$ cat src/rtl/y86_pkg.sv
// Shared Y86 constants: icodes, status codes and the sequencer state encoding.
package y86_pkg;

    localparam logic [3:0] IHALT   = 4'h0;
    localparam logic [3:0] INOP    = 4'h1;
    localparam logic [3:0] IRRMOVQ = 4'h2;
    localparam logic [3:0] IIRMOVQ = 4'h3;
    localparam logic [3:0] IRMMOVQ = 4'h4;
    localparam logic [3:0] IMRMOVQ = 4'h5;
    localparam logic [3:0] IOPQ    = 4'h6;
    localparam logic [3:0] IJXX    = 4'h7;
    localparam logic [3:0] ICALL   = 4'h8;
    localparam logic [3:0] IRET    = 4'h9;
    localparam logic [3:0] IPUSHQ  = 4'hA;
    localparam logic [3:0] IPOPQ   = 4'hB;

    localparam logic [2:0] SAOK = 3'd1;
    localparam logic [2:0] SHLT = 3'd2;
    localparam logic [2:0] SADR = 3'd3;
    localparam logic [2:0] SINS = 3'd4;

    typedef enum logic [2:0] {
        ST_IDLE,
        ST_FETCH,
        ST_DECODE,
        ST_EXECUTE,
        ST_MEMORY,
        ST_WRITEBACK,
        ST_PCUPD,
        ST_HALT
    } state_t;

endpackage

$ cat src/rtl/seq_mem_class.sv
// Combinational classifier: flags icodes that need a data-memory stage.
module seq_mem_class
    import y86_pkg::*;
(
    input  logic [3:0] icode,
    output logic       needs_mem
);

    always_comb begin
        needs_mem = 1'b0;
        case (icode)
            IRMMOVQ, IMRMOVQ, ICALL, IRET, IPUSHQ, IPOPQ: needs_mem = 1'b1;
            default:                                      needs_mem = 1'b0;
        endcase
    end

endmodule

$ cat src/rtl/seq_stage_controller.sv
// Sequential Y86 stage controller: steps one instruction through the stages.
// Optional retired-instruction counter enabled by SEQ_CTRL_RETIRE_CNT_EN.
module seq_stage_controller
    import y86_pkg::*;
(
    input  logic        clk,
    input  logic        rst_n,
    input  logic        start,
    input  logic [3:0]  icode,
    input  logic        instr_valid,
    output logic        imem_req,
    input  logic        imem_ack,
    input  logic        imem_error,
    output logic        dmem_req,
    input  logic        dmem_ack,
    input  logic        dmem_error,
    output logic        d_en,
    output logic        e_en,
    output logic        w_en,
    output logic        pc_en,
    output logic [2:0]  stat,
`ifdef SEQ_CTRL_RETIRE_CNT_EN
    output logic        halted,
    output logic [63:0] retired_cnt
`else
    output logic        halted
`endif
);

    state_t     state, state_next;
    logic [2:0] stat_q, stat_next;
    logic       needs_mem;

    seq_mem_class u_mem_class (
        .icode     (icode),
        .needs_mem (needs_mem)
    );

    always_ff @(posedge clk or negedge rst_n) begin
        if (!rst_n) begin
            state  <= ST_IDLE;
            stat_q <= SAOK;
        end else begin
            state  <= state_next;
            stat_q <= stat_next;
        end
    end

    // Acks are only examined in the state that raised the matching request.
    always_comb begin
        state_next = state;
        stat_next  = stat_q;
        case (state)
            ST_IDLE: begin
                if (start) state_next = ST_FETCH;
            end
            ST_FETCH: begin
                if (imem_ack) begin
                    if (imem_error) begin
                        state_next = ST_HALT;
                        stat_next  = SADR;
                    end else if (!instr_valid) begin
                        state_next = ST_HALT;
                        stat_next  = SINS;
                    end else if (icode == IHALT) begin
                        state_next = ST_HALT;
                        stat_next  = SHLT;
                    end else begin
                        state_next = ST_DECODE;
                    end
                end
            end
            ST_DECODE:  state_next = ST_EXECUTE;
            ST_EXECUTE: state_next = needs_mem ? ST_MEMORY : ST_WRITEBACK;
            ST_MEMORY: begin
                if (dmem_ack) begin
                    if (dmem_error) begin
                        state_next = ST_HALT;
                        stat_next  = SADR;
                    end else begin
                        state_next = ST_WRITEBACK;
                    end
                end
            end
            ST_WRITEBACK: state_next = ST_PCUPD;
            ST_PCUPD:     state_next = ST_FETCH;
            ST_HALT:      state_next = ST_HALT;
            default:      state_next = ST_IDLE;
        endcase
    end

    assign imem_req = (state == ST_FETCH);
    assign dmem_req = (state == ST_MEMORY);
    assign d_en     = (state == ST_DECODE);
    assign e_en     = (state == ST_EXECUTE);
    assign w_en     = (state == ST_WRITEBACK);
    assign pc_en    = (state == ST_PCUPD);
    assign halted   = (state == ST_HALT);
    assign stat     = stat_q;

`ifdef SEQ_CTRL_RETIRE_CNT_EN
    always_ff @(posedge clk or negedge rst_n) begin
        if (!rst_n) retired_cnt <= '0;
        else if (state == ST_PCUPD) retired_cnt <= retired_cnt + 64'd1;
    end
`endif

endmodule

$ cat config.mk
export PLATFORM = sky130hd
export DESIGN_NAME = seq_stage_controller
export DESIGN_NICKNAME = d
export VERILOG_FILES = /design/src/rtl/y86_pkg.sv /design/src/rtl/seq_mem_class.sv /design/src/rtl/seq_stage_controller.sv
export SDC_FILE = /design/constraint.sdc
export NUM_CORES = 1
export LEC_CHECK = 0
export CAP_MARGIN = 20
export CORE_AREA = 2 2 39 41
export DETAILED_ROUTE_END_ITERATION = 7
export DIE_AREA = 0 0 41 43
export GPL_ROUTABILITY_DRIVEN = 0
export PLACE_DENSITY = 0.66
export REMOVE_ABC_BUFFERS = 1
export SYNTH_ARGS = -nofsm -noshare
export SYNTH_HDL_FRONTEND = slang
export SYNTH_HIERARCHICAL = 1
export SYNTH_SLANG_ARGS = --single-unit
$ cat constraint.sdc
create_clock -name clk -period 3 [get_ports clk]
set_input_delay 0.9 -clock clk [delete_from_list [all_inputs] [get_ports clk]]
set_output_delay 0.9 -clock clk [all_outputs]
set_load 0.03 [all_outputs]
# Yosys cells after proc, flatten, opt, wreduce, memory -nomap -nowiden

Cells that the tools add are included.

Register bits: 6
Bits of input ports: 12
Output and inout bits: 10
Logic and storage cells: 43

Equal/unequal tests: 18
Mux-type cells: 17
Reductions and logical operators: 6

Operator list:

| kind                                                                  | number |
|---|---|
| 3-bit 2-to-1 mux                                                      | 12 |
| 3-bit one-hot mux with 8 select lines                                 | 1 |
| 4-bit equality test, second input constant                            | 4 |
| 3-bit equality test, second input constant                            | 4 |
| 4-bit by 3-bit equality test with 1-bit output, second input constant | 2 |
| 3-bit by 2-bit equality test with 1-bit output, second input constant | 2 |
| 2-bit by 1-bit != test with 1-bit output, second input constant       | 3 |
| 3-bit one-hot mux with 2 select lines                                 | 1 |
| 6-bit OR reduction                                                    | 1 |
| 5-bit AND reduction                                                   | 1 |
| 4-bit zero test                                                       | 1 |
| 4-bit by 2-bit != test with 1-bit output, second input constant       | 1 |
| 3-bit by 1-bit equality test with 1-bit output, second input constant | 1 |
| 3-bit zero test                                                       | 1 |
| 3-bit AND reduction                                                   | 1 |
| 1-bit 2-to-1 mux                                                      | 2 |
| 2-bit 2-to-1 mux                                                      | 1 |
| 2-bit != test, second input constant                                  | 1 |
| 2-bit nonzero test                                                    | 1 |

# Longest topological paths before layout

Word-level depth: 6
Mapped depth: 6
Depth with buffers taken out: 6

# Modules after synthesis

Netlist, hierarchy kept.

By module, submodules not included:

| module               | instances | cells each | area each (um2) | sequential area each (um2) |
|---|---|---|---|---|
| seq_stage_controller | 1         | 49         | 425.4           | 151.4 |
| seq_mem_class        | 1         | 2          | 18.8            | 0.0 |

# Worst setup path before layout

Ideal clock, no wire load.

Path type: register to output
Start: reg state[0]
End: out dmem_req
Arrival time: 1344 ps
Data required time: 2100 ps
Slack: 756 ps
Cell stages (with the launch flop): 2
Buffers on the path: 0
Path through: dfrtp_1 > nor3b_1

Cells in the longest elaborated chain, start to end: 1

Ends and longest elaborated chain:

| what                   | RTL line                   | text |
|---|---|---|
| start, declared        | seq_stage_controller.sv:30 | `state_t state, state_next;` |
| start signal, assigned | seq_stage_controller.sv:44 | `state <= state_next;` |
| 3-bit equality test    | seq_stage_controller.sv:93 | `assign dmem_req = (state == ST_MEMORY);` |
| end, declared          | seq_stage_controller.sv:14 | `output logic dmem_req,` |

No other way between the ends.

# Worst setup path in the final report

Start: reg state[2]
End: out dmem_req

Same word-level chain as after synthesis.

==> results.yml <==
cts:
  h-tree-depth: 1
  cts_sinks: 6
  root_buffer: "clkbuf_4"
  postCtsSetupBuffers: 0
  clock_latency_ps: 250
  cts_hold_buf: 0
  cts_resized: 0
  cts_buffers: 3
  clkTransAtPathRegs_ps: 50
  clockBufferDepth: 2
  cts_tree: "done"
setup_path:
  worstPathArrival_ps: 1840
  required_ps: 2100
  startpoint_type: "flip-flop"
  reg2reg_slack_ps: 1330
  slowest_stage: "clkdlybuf4s50_1"
  critPathKind: "flip-flop to output port"
  critPathMaxStageDelay_ps: 730
  worstPathMaxFanout: 12
  endpoint_kind: "output port"
  crit_chain: "nor3b_1, clkdlybuf4s50_1"
pwr:
  sw_frac_of_total_pct: 45.9
  clkPwrFrac_pct: 12.4
  p_leak_nw: 0.284
  seq_power_share_pct: 28.9
  peakVddDrop_mv: 0.487
  combPwrFrac_pct: 58.7
  p_int_mw: 0.363
  total_power_mw: 0.672
  p_per_area_mw_per_mm2: 968
  p_sw_mw: 0.309
finish:
  final_util_pct: 50.2
  drive_gt1_share_pct: 13.5
  final_nets: 87
  fillers: 155
  layout-area-overhead-vs-synth_pct: 56.3
  antenna_cells: 0
sta:
  finClkSkew_ps: 10.5
  finalCritPeriodShare_pct: 91.4
  finalHoldViolCount: 0
  timing.final.ws_setup_ps: 259
  fmax_ghz: 0.365
  worstMarginPinSlew_ps: 362
  fin_hold_ws_ps: 494
  drv_slew: 0
  finalSetupViolations: 0
  grt_setup_unrepaired: "false"
  tns_ps: 0
  period_needed_ps: 2740
  slew-limit-headroom_pct: 75.9
grt:
  grt_pass1_wl_um: 1680
  grtUsageTotal_pct: 14.2
  grt.overflow.total: 0
  grt_pass1_vias: 427
  antenna_found_initial: 0
  grt_max_degree: 14
synth:
  avgSynthCellArea_sq_um: 8.71
  synth_top_area_share_pct: 28.2
  synth_area_sq_um: 444
  synthXorXnorAreaFrac_pct: 0
  yosys.cell_count.top_type: "dfrtp_1"
  ys.flop_type: "dfrtp_1"
  synth_compound_gate_area_share_pct: 20.6
  synthTopCellsByCount: "dfrtp_1 (5), a21o_1 (4), nor2_1 (4), o21ai_0 (4)"
  muxShareOfSynthArea_pct: 5.92
  ys_async_sr_fraction_pct: 100
  synthSimpleGateAreaFrac_pct: 33.8
  ys_seq_elements: 6
  synth_cell_types: 26
  synth_top_cell_by_area: "dfrtp_1"
  yosysWarnings: 6
  synthTopCellsByArea: "dfrtp_1 (28%), a21o_1 (6.8%), dfstp_2 (5.9%)"
  postSynthCellCount: 51
  synth_edf_count: 0
  synth_top_family_by_area: "simple AND/OR/NAND/NOR gates"
  synth-adder-area-share_pct: 0
  seq_area_frac_synth_pct: 34.1
placement:
  dp_hpwl_um: 780
  post-place-ws_ps: 459
  io_buffer_count: 21
routing:
  highest_layer: "met3"
  first_iter_violations: 3
  wl_met1_um: 473
  routed-wl-met2_um: 458
  wl_met3_um: 86
  wl_per_cell_um: 11.3
  ant_nets: 0
  drt-pass1-iter-count: 2
  drc: 0
  viasPerCell: 5.04
  vias: 454
  routed_wl_um: 1020
floorplan:
  die_w_um: 41
  start_util_pct: 32.1
  ios: 22
  die_h_um: 43
  coreArea_sq_mm: 0.00138
  dieArea_sq_mm: 0.00176
  row_count: 14
worst_hold_path:
  min_path_type: "flip-flop to flip-flop"
status:
  status: "complete, no violations"
run:
  drv_cap: 0
registers in the layout (all words and copies together) (netlist names):
register / count
stat: 3
state: 3
cell type report:
| cell class | instances | area, sq um | area share [%] |
|---|---|---|---|
| Timing Repair Buffer | 22 | 218 | 31.4 |
| Multi-Input combinational cell | 39 | 268 | 38.6 |
| Tap cell | 16 | 20.0 | 2.88 |
| Inverter | 3 | 11.3 | 1.62 |
| Clock buffer | 4 | 26.3 | 3.78 |
| Sequential cell | 6 | 151 | 21.8 |
through the flow:
stage / instance area, sq um / instances
3_5_place_dp: 668 / 86
6_report: 694 / 90
4_1_cts: 694 / 90
3_3_place_gp: 668 / 86
2_1_floorplan: 430 / 48
5_1_grt: 694 / 90
power by group through the flow:
stage,clock [mW],combinational (mW),sequential [mW]
after detailed placement,0,0.400,0.196
final,0.0833,0.395,0.194
after floorplan,0,0.218,0.210
after CTS,0.0872,0.400,0.195
after global placement,0,0.398,0.195
after global routing,0.0944,0.430,0.205
critical path: cells and delay by family, from the launching register on:
family	cells	cell delay, ps
flops	1	530
buf+inv	1	730
simple gates	1	330
per-layer routing:
metal	global-route usage (%)	up-vias
met4	2.00	0
met5	0	-
met3	9.95	0
met2	21.3	19
met1	16.4	203
li1	-	232
final timing paths:
check,depth (start not counted),from,endpoint
max,2,state[2]$_DFFE_PN0P_,dmem_req
min,1,stat[2]$_DFFE_PN0P_,stat[2]$_DFFE_PN0P_
max reg2reg,4,state[0]$_DFFE_PN0P_,state[0]$_DFFE_PN0P_
min reg2reg,1,stat[2]$_DFFE_PN0P_,stat[2]$_DFFE_PN0P_
max in group asynchronous,1,rst_n,stat[0]$_DFFE_PN1P_
min in group asynchronous,1,rst_n,state[2]$_DFFE_PN0P_
kinds of logic (layout without fill, tap and decap cells):
family | Yosys count | in the layout
AOI/OAI and AO/OA | 14 | 14
DFF | 6 | 6
muxes | 2 | 2
buffers and inverters | 6 | 29
and+or+nand+nor | 23 | 23
layout by cell type, fill, tap and decap left out, drive strengths merged, types with 3 or more instances in the layout:
master         Yosys  final
o21ai              4      4
nor2b              3      3
clkbuf             1      4
a21oi              3      3
a21o               4      4
dfrtp              5      5
inv                3      3
clkdlybuf4s50      0     21
nor2               4      4
(Power assumes the default switching activity.)
